File: config.mk
export PLATFORM = sky130hd
export DESIGN_NAME = uart_tx_engine
export DESIGN_NICKNAME = d
export VERILOG_FILES = /design/src/rtl/uart_pkg.sv /design/src/rtl/uart_baud_gen.sv /design/src/rtl/uart_tx_engine.sv
export SDC_FILE = /design/constraint.sdc
export NUM_CORES = 1
export LEC_CHECK = 0
export BUFFER_PORTS_ARGS = -buffer_cell sky130_fd_sc_hd__buf_2
export CELL_PAD_IN_SITES_DETAIL_PLACEMENT = 0
export CELL_PAD_IN_SITES_GLOBAL_PLACEMENT = 2
export CORE_ASPECT_RATIO = 2
export CORE_MARGIN = 5
export CORE_UTILIZATION = 38
export DETAILED_ROUTE_END_ITERATION = 8
export PLACE_DENSITY_LB_ADDON = 0.12
export REMOVE_ABC_BUFFERS = 1
export SYNTH_ARGS = -nofsm -noshare
export SYNTH_HDL_FRONTEND = slang
export SYNTH_HIERARCHICAL = 1
export SYNTH_SLANG_ARGS = --single-unit
File: constraint.sdc
create_clock -name clk -period 2.65 [get_ports clk]
set_clock_uncertainty 0.1 [all_clocks]
set_input_delay 0.265 -clock clk [delete_from_list [all_inputs] [get_ports clk]]
set_output_delay 0.265 -clock clk [all_outputs]
set_load 0.01 [all_outputs]
File: src/rtl/uart_pkg.sv
`default_nettype none
// ============================================================================
// Module      : uart_pkg
// Description : Shared UART definitions. It holds the FSM state encoding, the
//               default CLK_DIV and DATA_BITS values, and a parity helper.
//               The TX engine and the RX side both import this package.
// Revision    : 1.0 - initial release
// ============================================================================
package uart_pkg;

  // Default clk cycles per bit.
  localparam int CLK_DIV_DEF   = 16;
  // Default payload bits per frame.
  localparam int DATA_BITS_DEF = 8;

  // Frame state machine encoding. The width is explicit so that the RX side
  // can reuse the same encoding.
  typedef enum logic [2:0] {
    IDLE   = 3'd0,
    START  = 3'd1,
    DATA   = 3'd2,
    PARITY = 3'd3,
    STOP   = 3'd4
  } tx_state_e;

  // Parity over a payload that is zero-extended to 8 bits. The padding zeros
  // do not change the XOR, so any DATA_BITS from 5 to 8 can use it.
  function automatic logic calc_parity(input logic [7:0] data, input logic odd);
    return (^data) ^ odd;
  endfunction

endpackage : uart_pkg
`default_nettype wire

File: src/rtl/uart_baud_gen.sv
`default_nettype none
// ============================================================================
// Module      : uart_baud_gen
// Description : Bit-period counter. It counts 0..CLK_DIV-1 and wraps. tick is
//               high during the last cycle of each bit period. clear holds
//               the count at 0 and masks tick, which lets a frame start on
//               an exact bit boundary. The RX side also uses this block.
// Revision    : 1.0 - initial release
// Ports       : clk   - system clock
//               rst   - asynchronous reset, active low
//               clear - hold the counter at 0 (suppresses tick)
//               tick  - last cycle of the current bit period
// ============================================================================
module uart_baud_gen
  import uart_pkg::*;
#(
  parameter int CLK_DIV = CLK_DIV_DEF
) (
  input  logic clk,
  input  logic rst,
  input  logic clear,
  output logic tick
);

  localparam int              CNT_W   = (CLK_DIV > 2) ? $clog2(CLK_DIV) : 1;
  localparam logic [CNT_W-1:0] CNT_MAX = CNT_W'(CLK_DIV - 1);

  logic [CNT_W-1:0] cnt_q;
  logic [CNT_W-1:0] cnt_d;

  always_comb begin
    cnt_d = cnt_q;
    if (clear || (cnt_q == CNT_MAX)) begin
      cnt_d = '0;
    end else begin
      cnt_d = cnt_q + CNT_W'(1);
    end
  end

  always_ff @(posedge clk or negedge rst) begin
    if (!rst) begin
      cnt_q <= '0;
    end else begin
      cnt_q <= cnt_d;
    end
  end

  assign tick = (cnt_q == CNT_MAX) && !clear;

endmodule : uart_baud_gen
`default_nettype wire

File: src/rtl/uart_tx_engine.sv
`default_nettype none
// ============================================================================
// Module      : uart_tx_engine
// Description : UART transmit engine. It accepts one payload word through a
//               valid/ready handshake and serialises it as
//               START, DATA (LSB first), optional PARITY, and 1 or 2 STOP bits.
//               Each bit lasts CLK_DIV clk cycles.
// Revision    : 1.0 - initial release
// Config      : UART_TX_PARITY_EN - when defined, the engine sends a parity
//               bit after the data bits (par_odd selects odd parity). When
//               undefined, there is no parity logic and par_odd is ignored.
// Ports       : clk      - system clock
//               rst      - asynchronous reset, active low
//               tx_data  - payload word offered upstream
//               tx_valid - tx_data valid
//               tx_ready - engine idle, can accept a word
//               stop2    - 1 = two stop bits, 0 = one stop bit
//               par_odd  - 1 = odd parity, 0 = even parity
//               txd      - serial line (idle high, driven straight from a flop)
//               busy     - frame in progress
//               tx_done  - single-cycle pulse on the first idle cycle
// ============================================================================
module uart_tx_engine
  import uart_pkg::*;
#(
  parameter int CLK_DIV   = CLK_DIV_DEF,
  parameter int DATA_BITS = DATA_BITS_DEF
) (
  input  logic                 clk,
  input  logic                 rst,
  input  logic [DATA_BITS-1:0] tx_data,
  input  logic                 tx_valid,
  output logic                 tx_ready,
  input  logic                 stop2,
  input  logic                 par_odd,
  output logic                 txd,
  output logic                 busy,
  output logic                 tx_done
);

  localparam logic [2:0] LAST_BIT = 3'(DATA_BITS - 1);

  tx_state_e            state_q, state_d;
  logic                 txd_q, txd_d;
  logic                 busy_q, busy_d;
  logic                 ready_q, ready_d;
  logic                 done_q, done_d;
  logic [DATA_BITS-1:0] shift_q, shift_d;
  logic                 stop2_q, stop2_d;
  logic [2:0]           bit_cnt_q, bit_cnt_d;
  logic                 baud_clear;
  logic                 baud_tick;

`ifdef UART_TX_PARITY_EN
  logic                 parity_q, parity_d;
`else
  logic                 unused_par_odd;
  assign unused_par_odd = par_odd;
`endif

  // The counter is held at 0 while idle. The first tick after an accept
  // therefore ends a full-length START bit.
  assign baud_clear = (state_q == IDLE);

  uart_baud_gen #(
    .CLK_DIV (CLK_DIV)
  ) u_baud_gen (
    .clk   (clk),
    .rst   (rst),
    .clear (baud_clear),
    .tick  (baud_tick)
  );

  // Next-state and next-output logic. All outputs are registered with
  // state_q, so txd has no combinational path from any input.
  always_comb begin
    state_d   = state_q;
    txd_d     = txd_q;
    busy_d    = busy_q;
    ready_d   = ready_q;
    done_d    = 1'b0;
    shift_d   = shift_q;
    stop2_d   = stop2_q;
    bit_cnt_d = bit_cnt_q;
`ifdef UART_TX_PARITY_EN
    parity_d  = parity_q;
`endif

    unique case (state_q)
      IDLE: begin
        txd_d   = 1'b1;
        busy_d  = 1'b0;
        ready_d = 1'b1;
        // ready_q is high in IDLE, so tx_valid alone completes the handshake.
        if (tx_valid) begin
          state_d   = START;
          txd_d     = 1'b0;
          busy_d    = 1'b1;
          ready_d   = 1'b0;
          shift_d   = tx_data;
          stop2_d   = stop2;
          bit_cnt_d = 3'd0;
`ifdef UART_TX_PARITY_EN
          parity_d  = calc_parity(8'(tx_data), par_odd);
`endif
        end
      end

      START: begin
        if (baud_tick) begin
          state_d   = DATA;
          txd_d     = shift_q[0];
          shift_d   = shift_q >> 1;
          bit_cnt_d = 3'd0;
        end
      end

      DATA: begin
        if (baud_tick) begin
          if (bit_cnt_q == LAST_BIT) begin
            bit_cnt_d = 3'd0;
`ifdef UART_TX_PARITY_EN
            state_d   = PARITY;
            txd_d     = parity_q;
`else
            state_d   = STOP;
            txd_d     = 1'b1;
`endif
          end else begin
            txd_d     = shift_q[0];
            shift_d   = shift_q >> 1;
            bit_cnt_d = bit_cnt_q + 3'd1;
          end
        end
      end

`ifdef UART_TX_PARITY_EN
      PARITY: begin
        if (baud_tick) begin
          state_d   = STOP;
          txd_d     = 1'b1;
          bit_cnt_d = 3'd0;
        end
      end
`endif

      STOP: begin
        if (baud_tick) begin
          // bit_cnt_q counts stop bits. A second period is added only for
          // the captured stop2 setting.
          if (stop2_q && (bit_cnt_q == 3'd0)) begin
            bit_cnt_d = 3'd1;
          end else begin
            state_d   = IDLE;
            txd_d     = 1'b1;
            busy_d    = 1'b0;
            ready_d   = 1'b1;
            done_d    = 1'b1;
            bit_cnt_d = 3'd0;
          end
        end
      end

      default: begin
        state_d   = IDLE;
        txd_d     = 1'b1;
        busy_d    = 1'b0;
        ready_d   = 1'b1;
        bit_cnt_d = 3'd0;
      end
    endcase
  end

  always_ff @(posedge clk or negedge rst) begin
    if (!rst) begin
      state_q   <= IDLE;
      txd_q     <= 1'b1;
      busy_q    <= 1'b0;
      ready_q   <= 1'b1;
      done_q    <= 1'b0;
      shift_q   <= '0;
      stop2_q   <= 1'b0;
      bit_cnt_q <= 3'd0;
`ifdef UART_TX_PARITY_EN
      parity_q  <= 1'b0;
`endif
    end else begin
      state_q   <= state_d;
      txd_q     <= txd_d;
      busy_q    <= busy_d;
      ready_q   <= ready_d;
      done_q    <= done_d;
      shift_q   <= shift_d;
      stop2_q   <= stop2_d;
      bit_cnt_q <= bit_cnt_d;
`ifdef UART_TX_PARITY_EN
      parity_q  <= parity_d;
`endif
    end
  end

  assign txd      = txd_q;
  assign busy     = busy_q;
  assign tx_ready = ready_q;
  assign tx_done  = done_q;

endmodule : uart_tx_engine
`default_nettype wire

==> summary.txt, run 1 <==
Outcome
  • Status: complete, no violations

Worst setup path
  • Arr. time, crit path: 2.31 ns
  • CP Capture Type: flop
  • CP max-delay cell: o32a_1
  • Class of the most critical setup path: reg -> reg
  • Reg2Reg Setup Slack: 0.39 ns
  • RR Startpoint: u_baud_gen/cnt_q[0]
  • Reg2reg path depth: 8
  • Critical Path, Cell by Cell: ha_1 -> nand3_1 -> nor2_1 -> buf_4 -> inv_2 -> o32a_1 -> nor2_8 -> mux2_4
  • Worst stage delay on the critical path: 0.43 ns
  • FF-to-FF End: shift_q[1]
  • Worst-path maximum fanout: 8
  • Startpoint types: flop
  • Req. time, crit path: 2.70 ns

Min path
  • Hold Path Stages: 2
  • Hold Crit Start: stop2
  • Hold EP: stop2_q
  • Hold Crit Class: in -> reg

CTS
  • # H-tree levels: 1
  • Maximum buffer depth of the clock tree: 2
  • Post-CTS resize count: 0
  • Cts bufs inserted: 3
  • CTS tree: yes
  • Clock transition at path regs: 0.08 ns
  • Clock latency on the worst-skew pair: 0.26 ns
  • Hold buffer count at cts: 1
  • Root buf cell: clkbuf_8
  • Clk sinks: 23
  • Setup bufs post-CTS: 0

Global route
  • Initial antenna violation count: 0
  • Vias in the first global route: 984
  • GR Overflow Total: 0
  • Overall Global Routing Usage: 13.0%
  • First-pass GRT wire length: 4730 µm
  • Largest net degree at the start of global routing: 24

Power
  • Pwr dens: 1090 nW/µm²
  • Worst vdd rail ir drop: 493 µV
  • Pleak: 0.711 nW

Final layout
  • Layout net count: 150
  • Final design utilization: 44.7%
  • Share of layout cells above drive strength 1: 37.9%
  • Synthesis-to-layout area growth: 13.2%
  • N_diodes: 0
  • # fillers: 347

Yosys
  • Synth Cell Area: 1340 µm²
  • Ys flop type: dfrtp_1
  • Yosys top cell area share: 39.4%
  • Biggest area consumer among synthesized cells: dfrtp_1
  • Top post-synthesis cells by area: dfrtp_1 (39%), mux2_4 (16%), dfstp_2 (3.9%)
  • FFs w/ async S/R, synth: 100%
  • Syn Area/Cell: 12.0 µm²
  • Sequential share of the synthesized area: 43.3%
  • Cells after Synth: 111
  • Post-synth EDFFs: 0
  • Yosys cell types: 43
  • Yosys reg bits: 23
  • Synth Warn #: 6

Floorplan
  • Core Footprint: 3380 µm²
  • Full die area: 4870 µm²
  • Initial cell density of the core: 39.5%
  • Die Width: 51.9 µm
  • Die height: 93.8 µm
  • Io pins: 17
  • Row cnt: 30

STA
  • Tcrit/Tclk final: 85.4%
  • Min Tclk post-route: 2.26 ns
  • Max-slew headroom: 65.2%
  • RSZ-0062 raised after global routing: false
  • Setup TNS: 0 ns
  • Fin. Hold Viols: 0
  • Fin Hold WS: 0.109 ns
  • FMAX: 442 MHz
  • Final setup fails: 0
  • Worst Tran Pin Value: 0.522 ns
  • Max-slew violations: 0

Route
  • ANT nets after route: 0
  • Final WL: 2810 µm
  • DR pass1 iterations: 4
  • Drc violations: 0
  • WL per Instance: 17.1 µm
  • Vias/cell: 5.50
  • First DRT Iteration DRCs: 15
  • Via count: 902

Run
  • MaxCap Viol Count: 0

Placement
  • Buffers on Ports: 15
  • DP HPWL: 2120 µm
  • GPL Wtd Cong: 0.703
==> per-stage QoR <==
step / cells / area, µm² / total power, mW / setup slack [ns]
2_1_floorplan: 105 / 1290 / 1.22 / 0.180
3_3_place_gp: 159 / 1460 / 1.44 / 0.395
3_5_place_dp: 159 / 1460 / 1.45 / 0.375
4_1_cts: 164 / 1510 / 1.69 / 0.358
5_1_grt: 164 / 1510 / 1.78 / 0.188
6_report: 164 / 1510 / 1.65 / 0.387
==> layout make-up <==
| class | instances | area (µm²) | area share [%] |
|---|---|---|---|
| multi-input cells | 76 | 688 | 45.5 |
| inverters | 6 | 22.5 | 1.49 |
| well taps | 32 | 40.0 | 2.65 |
| flip-flops and latches | 23 | 578 | 38.2 |
| clock buffers | 4 | 45.0 | 2.98 |
| repair buffers | 23 | 138 | 9.11 |
==> cells in the mapped netlist, types with 2 or more instances <==
cell / n
a21oi_1: 3
a22o_1: 2
a31oi_1: 4
and2_1: 2
buf_4: 2
buf_6: 2
dfrtp_1: 21
dfstp_2: 2
ha_1: 4
inv_1: 4
inv_2: 2
mux2_1: 2
mux2_4: 14
mux2i_1: 2
nand2_1: 3
nand3_1: 3
nor2_1: 10
nor3b_1: 2
nor4b_2: 2
o21ai_1: 2
==> worst max-delay path by stage <==
stage / start / to / slack, ns / cells past startpoint
final: u_baud_gen/cnt_q[0] / shift_q[1] / 0.39 / 8
after global routing: u_baud_gen/cnt_q[0] / shift_q[0] / 0.19 / 8
after CTS: u_baud_gen/cnt_q[0] / shift_q[1] / 0.36 / 8
after detailed placement: u_baud_gen/cnt_q[0] / shift_q[1] / 0.38 / 8
after global placement: u_baud_gen/cnt_q[0] / shift_q[2] / 0.39 / 8
after floorplan: state_q[2] / shift_q[0] / 0.18 / 6
==> flip-flops by register name (all words and copies together), names as in the netlist <==
register,count
state_q,3
txd,1
u_baud_gen/cnt_q,4
busy,1
tx_done,1
bit_cnt_q,3
shift_q,8
tx_ready,1
stop2_q,1
==> routing by layer <==
layer,GRT usage [%],vias up,routed length [µm]
li1,-,441,-
met1,14.2,445,1070
met2,24.1,14,1640
met3,1.59,2,68
met4,5.25,0,29
met5,0,-,0
==> where the power goes <==
group          switching (mW)  internal, mW
clock                   0.111         0.107
sequential              0.100         0.501
combinational           0.362         0.470
==> kinds of logic after synthesis <==
family                     synth area share (%)
adders and majority gates                  3.75
buffers and inverters                      5.15
xor gates and xnor gates                   1.31
muxes                                      18.9
AOI/OAI and AO/OA                          12.0
DFF                                        43.3
and+or+nand+nor                            15.6
==> worst max-delay path: cells and delay by family, from the launching register on <==
| family | cells | cell delay [ns] |
|---|---|---|
| AO/OA/AOI/OAI | 1 | 0.43 |
| AND/OR/NAND/NOR | 3 | 0.41 |
| flip-flops | 1 | 0.41 |
| multiplexers | 1 | 0.32 |
| adder cells (fa/ha/maj) | 1 | 0.25 |
| buffers and inverters | 2 | 0.22 |
==> placed cells by master (no fill, tap or decap), types with 2 or more instances in the layout <==
| master | instances |
|---|---|
| dfrtp_1 | 21 |
| buf_2 | 15 |
| mux2_4 | 14 |
| nor2_1 | 10 |
| buf_4 | 7 |
| inv_1 | 4 |
| a31oi_1 | 4 |
| ha_1 | 4 |
| nand3_1 | 3 |
| a21oi_1 | 3 |
| nand2_1 | 3 |
| clkbuf_8 | 3 |
| inv_2 | 2 |
| and2_1 | 2 |
| mux2i_1 | 2 |
| nor4b_2 | 2 |
| o21ai_1 | 2 |
| nor3b_1 | 2 |
| a22o_1 | 2 |
| mux2_1 | 2 |
| dfstp_2 | 2 |
(Power assumes the default switching activity.)
==> inputs of run 2 (changes only) <==
- BUFFER_PORTS_ARGS: -buffer_cell sky130_fd_sc_hd__buf_2 -> -buffer_cell sky130_fd_sc_hd__buf_4
==> summary.txt, run 2 (synthesis gave the netlist of run 1 again) <==
Worst setup path
  • Req. time, crit path: 2.71 ns
  • CP Launch Point: u_baud_gen/cnt_q[0]
  • CP Capture Type: flop
  • Critical Path, Cell by Cell: ha_1 -> nand3_1 -> nor2_1 -> buf_4 -> inv_2 -> o32a_1 -> nor2_8 -> mux2_4
  • RR Startpoint: u_baud_gen/cnt_q[0]
  • Worst-path maximum fanout: 8
  • Reg2Reg Setup Slack: 0.39 ns
  • CP max-delay cell: o32a_1
  • Startpoint types: flop
  • Worst stage delay on the critical path: 0.43 ns
  • Arr. time, crit path: 2.32 ns
  • Class of the most critical setup path: reg -> reg

CTS
  • Clock latency on the worst-skew pair: 0.27 ns
  • Maximum buffer depth of the clock tree: 2
  • CTS tree: yes
  • Cts bufs inserted: 3
  • Setup bufs post-CTS: 0
  • Hold buffer count at cts: 1
  • # H-tree levels: 1
  • Clk sinks: 23
  • Clock transition at path regs: 0.08 ns
  • Post-CTS resize count: 0
  • Root buf cell: clkbuf_8

Min path
  • Hold Crit Class: in -> reg
  • Hold Crit Start: stop2

Power
  • Final Power: 1.68 mW
  • Worst vdd rail ir drop: 567 µV
  • Pwr dens: 1080 nW/µm²
  • Switch share: 34.8%
  • Pleak: 0.726 nW
  • Internal Power: 1.09 mW
  • NetSw: 583 µW
  • Clock Power Share: 13.1%
  • Flop pwr share: 35.7%
  • Comb pwr share: 51.2%

STA
  • Max-slew violations: 0
  • Tcrit/Tclk final: 85.2%
  • Final setup fails: 0
  • Max-slew headroom: 74.9%
  • Worst Tran Pin Value: 0.367 ns
  • Fin. Hold Viols: 0
  • Min Tclk post-route: 2.26 ns
  • FMAX: 443 MHz
  • Setup TNS: 0 ns
  • RSZ-0062 raised after global routing: false

Placement
  • DP HPWL: 2110 µm
  • Buffers on Ports: 15
  • GPL Wtd Cong: 0.702

Floorplan
  • Initial cell density of the core: 39.5%
  • Io pins: 17
  • Row cnt: 30
  • Die Width: 51.9 µm
  • Core Footprint: 3380 µm²
  • Full die area: 4870 µm²
  • Die height: 93.8 µm

Global route
  • First-pass GRT wire length: 4800 µm
  • Largest net degree at the start of global routing: 24
  • GR Overflow Total: 0
  • Initial antenna violation count: 0
  • Overall Global Routing Usage: 13.1%
  • Vias in the first global route: 1017

Final layout
  • Largest Register: shift_q
  • Most common cell after layout, fill and taps aside: buf_4
  • Largest regs: shift_q (8), u_baud_gen/cnt_q (4)
  • Register area: 578 µm²
  • Synthesis-to-layout area growth: 16.1%
  • Layout net count: 150
  • N_diodes: 0
  • Footprint of the multi-input gates: 688 µm²
  • Share of layout cells above drive strength 1: 38.6%
  • Max FFs per register: 8
  • Commonest cells after routing, fill and taps aside: buf_4 (22), dfrtp_1 (21), mux2_4 (14), nor2_1 (10)
  • # fillers: 333

Route
  • First DRT Iteration DRCs: 9
  • WL per Instance: 17.0 µm
  • DR pass1 iterations: 4
  • Vias/cell: 5.73
  • Final WL: 2780 µm
  • Drc violations: 0
  • Via count: 940
  • ANT nets after route: 0

Run
  • MaxCap Viol Count: 0

Outcome
  • Status: complete, no violations
## run 2: stage by stage
step / cell area, µm² / hold slack, ns / setup slack, ns / std cells / util, %
2_1_floorplan: 1290 / -0.131 / 0.180 / 105 / -
3_3_place_gp: 1490 / 0.0747 / 0.411 / 159 / 44.2
3_5_place_dp: 1490 / 0.0790 / 0.373 / 159 / 44.2
4_1_cts: 1550 / 0.109 / 0.362 / 164 / 45.9
5_1_grt: 1550 / 0.114 / 0.219 / 164 / 45.9
6_report: 1550 / 0.108 / 0.391 / 164 / 45.9
## run 2: per-layer routing
metal  vias to the layer above  GRT usage [%]  wire length (µm)  part of all wire (%)
met2                        14           24.7              1590                    57
met4                         0           5.91                53                   1.9
li1                        446              -                 -                     -
met1                       475           13.5              1050                    38
met3                         5           1.59                83                   3.0
met5                         -              0                 0                     0
## run 2: final timing paths
path | to | cells past startpoint
worst max-delay path | shift_q[2] | 8
worst min-delay path | stop2_q | 2
worst max register to register | shift_q[2] | 8
worst min register to register | shift_q[7] | 2
max in group asynchronous | txd | 2
min in group asynchronous | stop2_q | 2
## run 2: critical path, delay by kind of cell (launching register included)
family	cells	cell delay [ns]
AOI/OAI and AO/OA	1	0.43
and+or+nand+nor	3	0.41
DFF	1	0.41
muxes	1	0.32
adders and majority gates	1	0.25
buffers and inverters	2	0.22
## run 2: final cells by class
cell class | count | share of cell area [%]
clock inverter | 1 | 0.323
sequential | 23 | 37.3
timing repair buffer | 23 | 11.3
multi-input combinational | 76 | 44.4
inverter | 6 | 1.45
clock buffer | 3 | 2.66
tap | 32 | 2.58
## run 2: power by group through the flow
stage | logic (mW) | clock network, mW | registers, mW
final | 0.857 | 0.220 | 0.599
after global routing | 0.950 | 0.246 | 0.618
after CTS | 0.876 | 0.229 | 0.601
after detailed placement | 0.869 | 0 | 0.608
after global placement | 0.857 | 0 | 0.600
after floorplan | 0.616 | 0 | 0.609
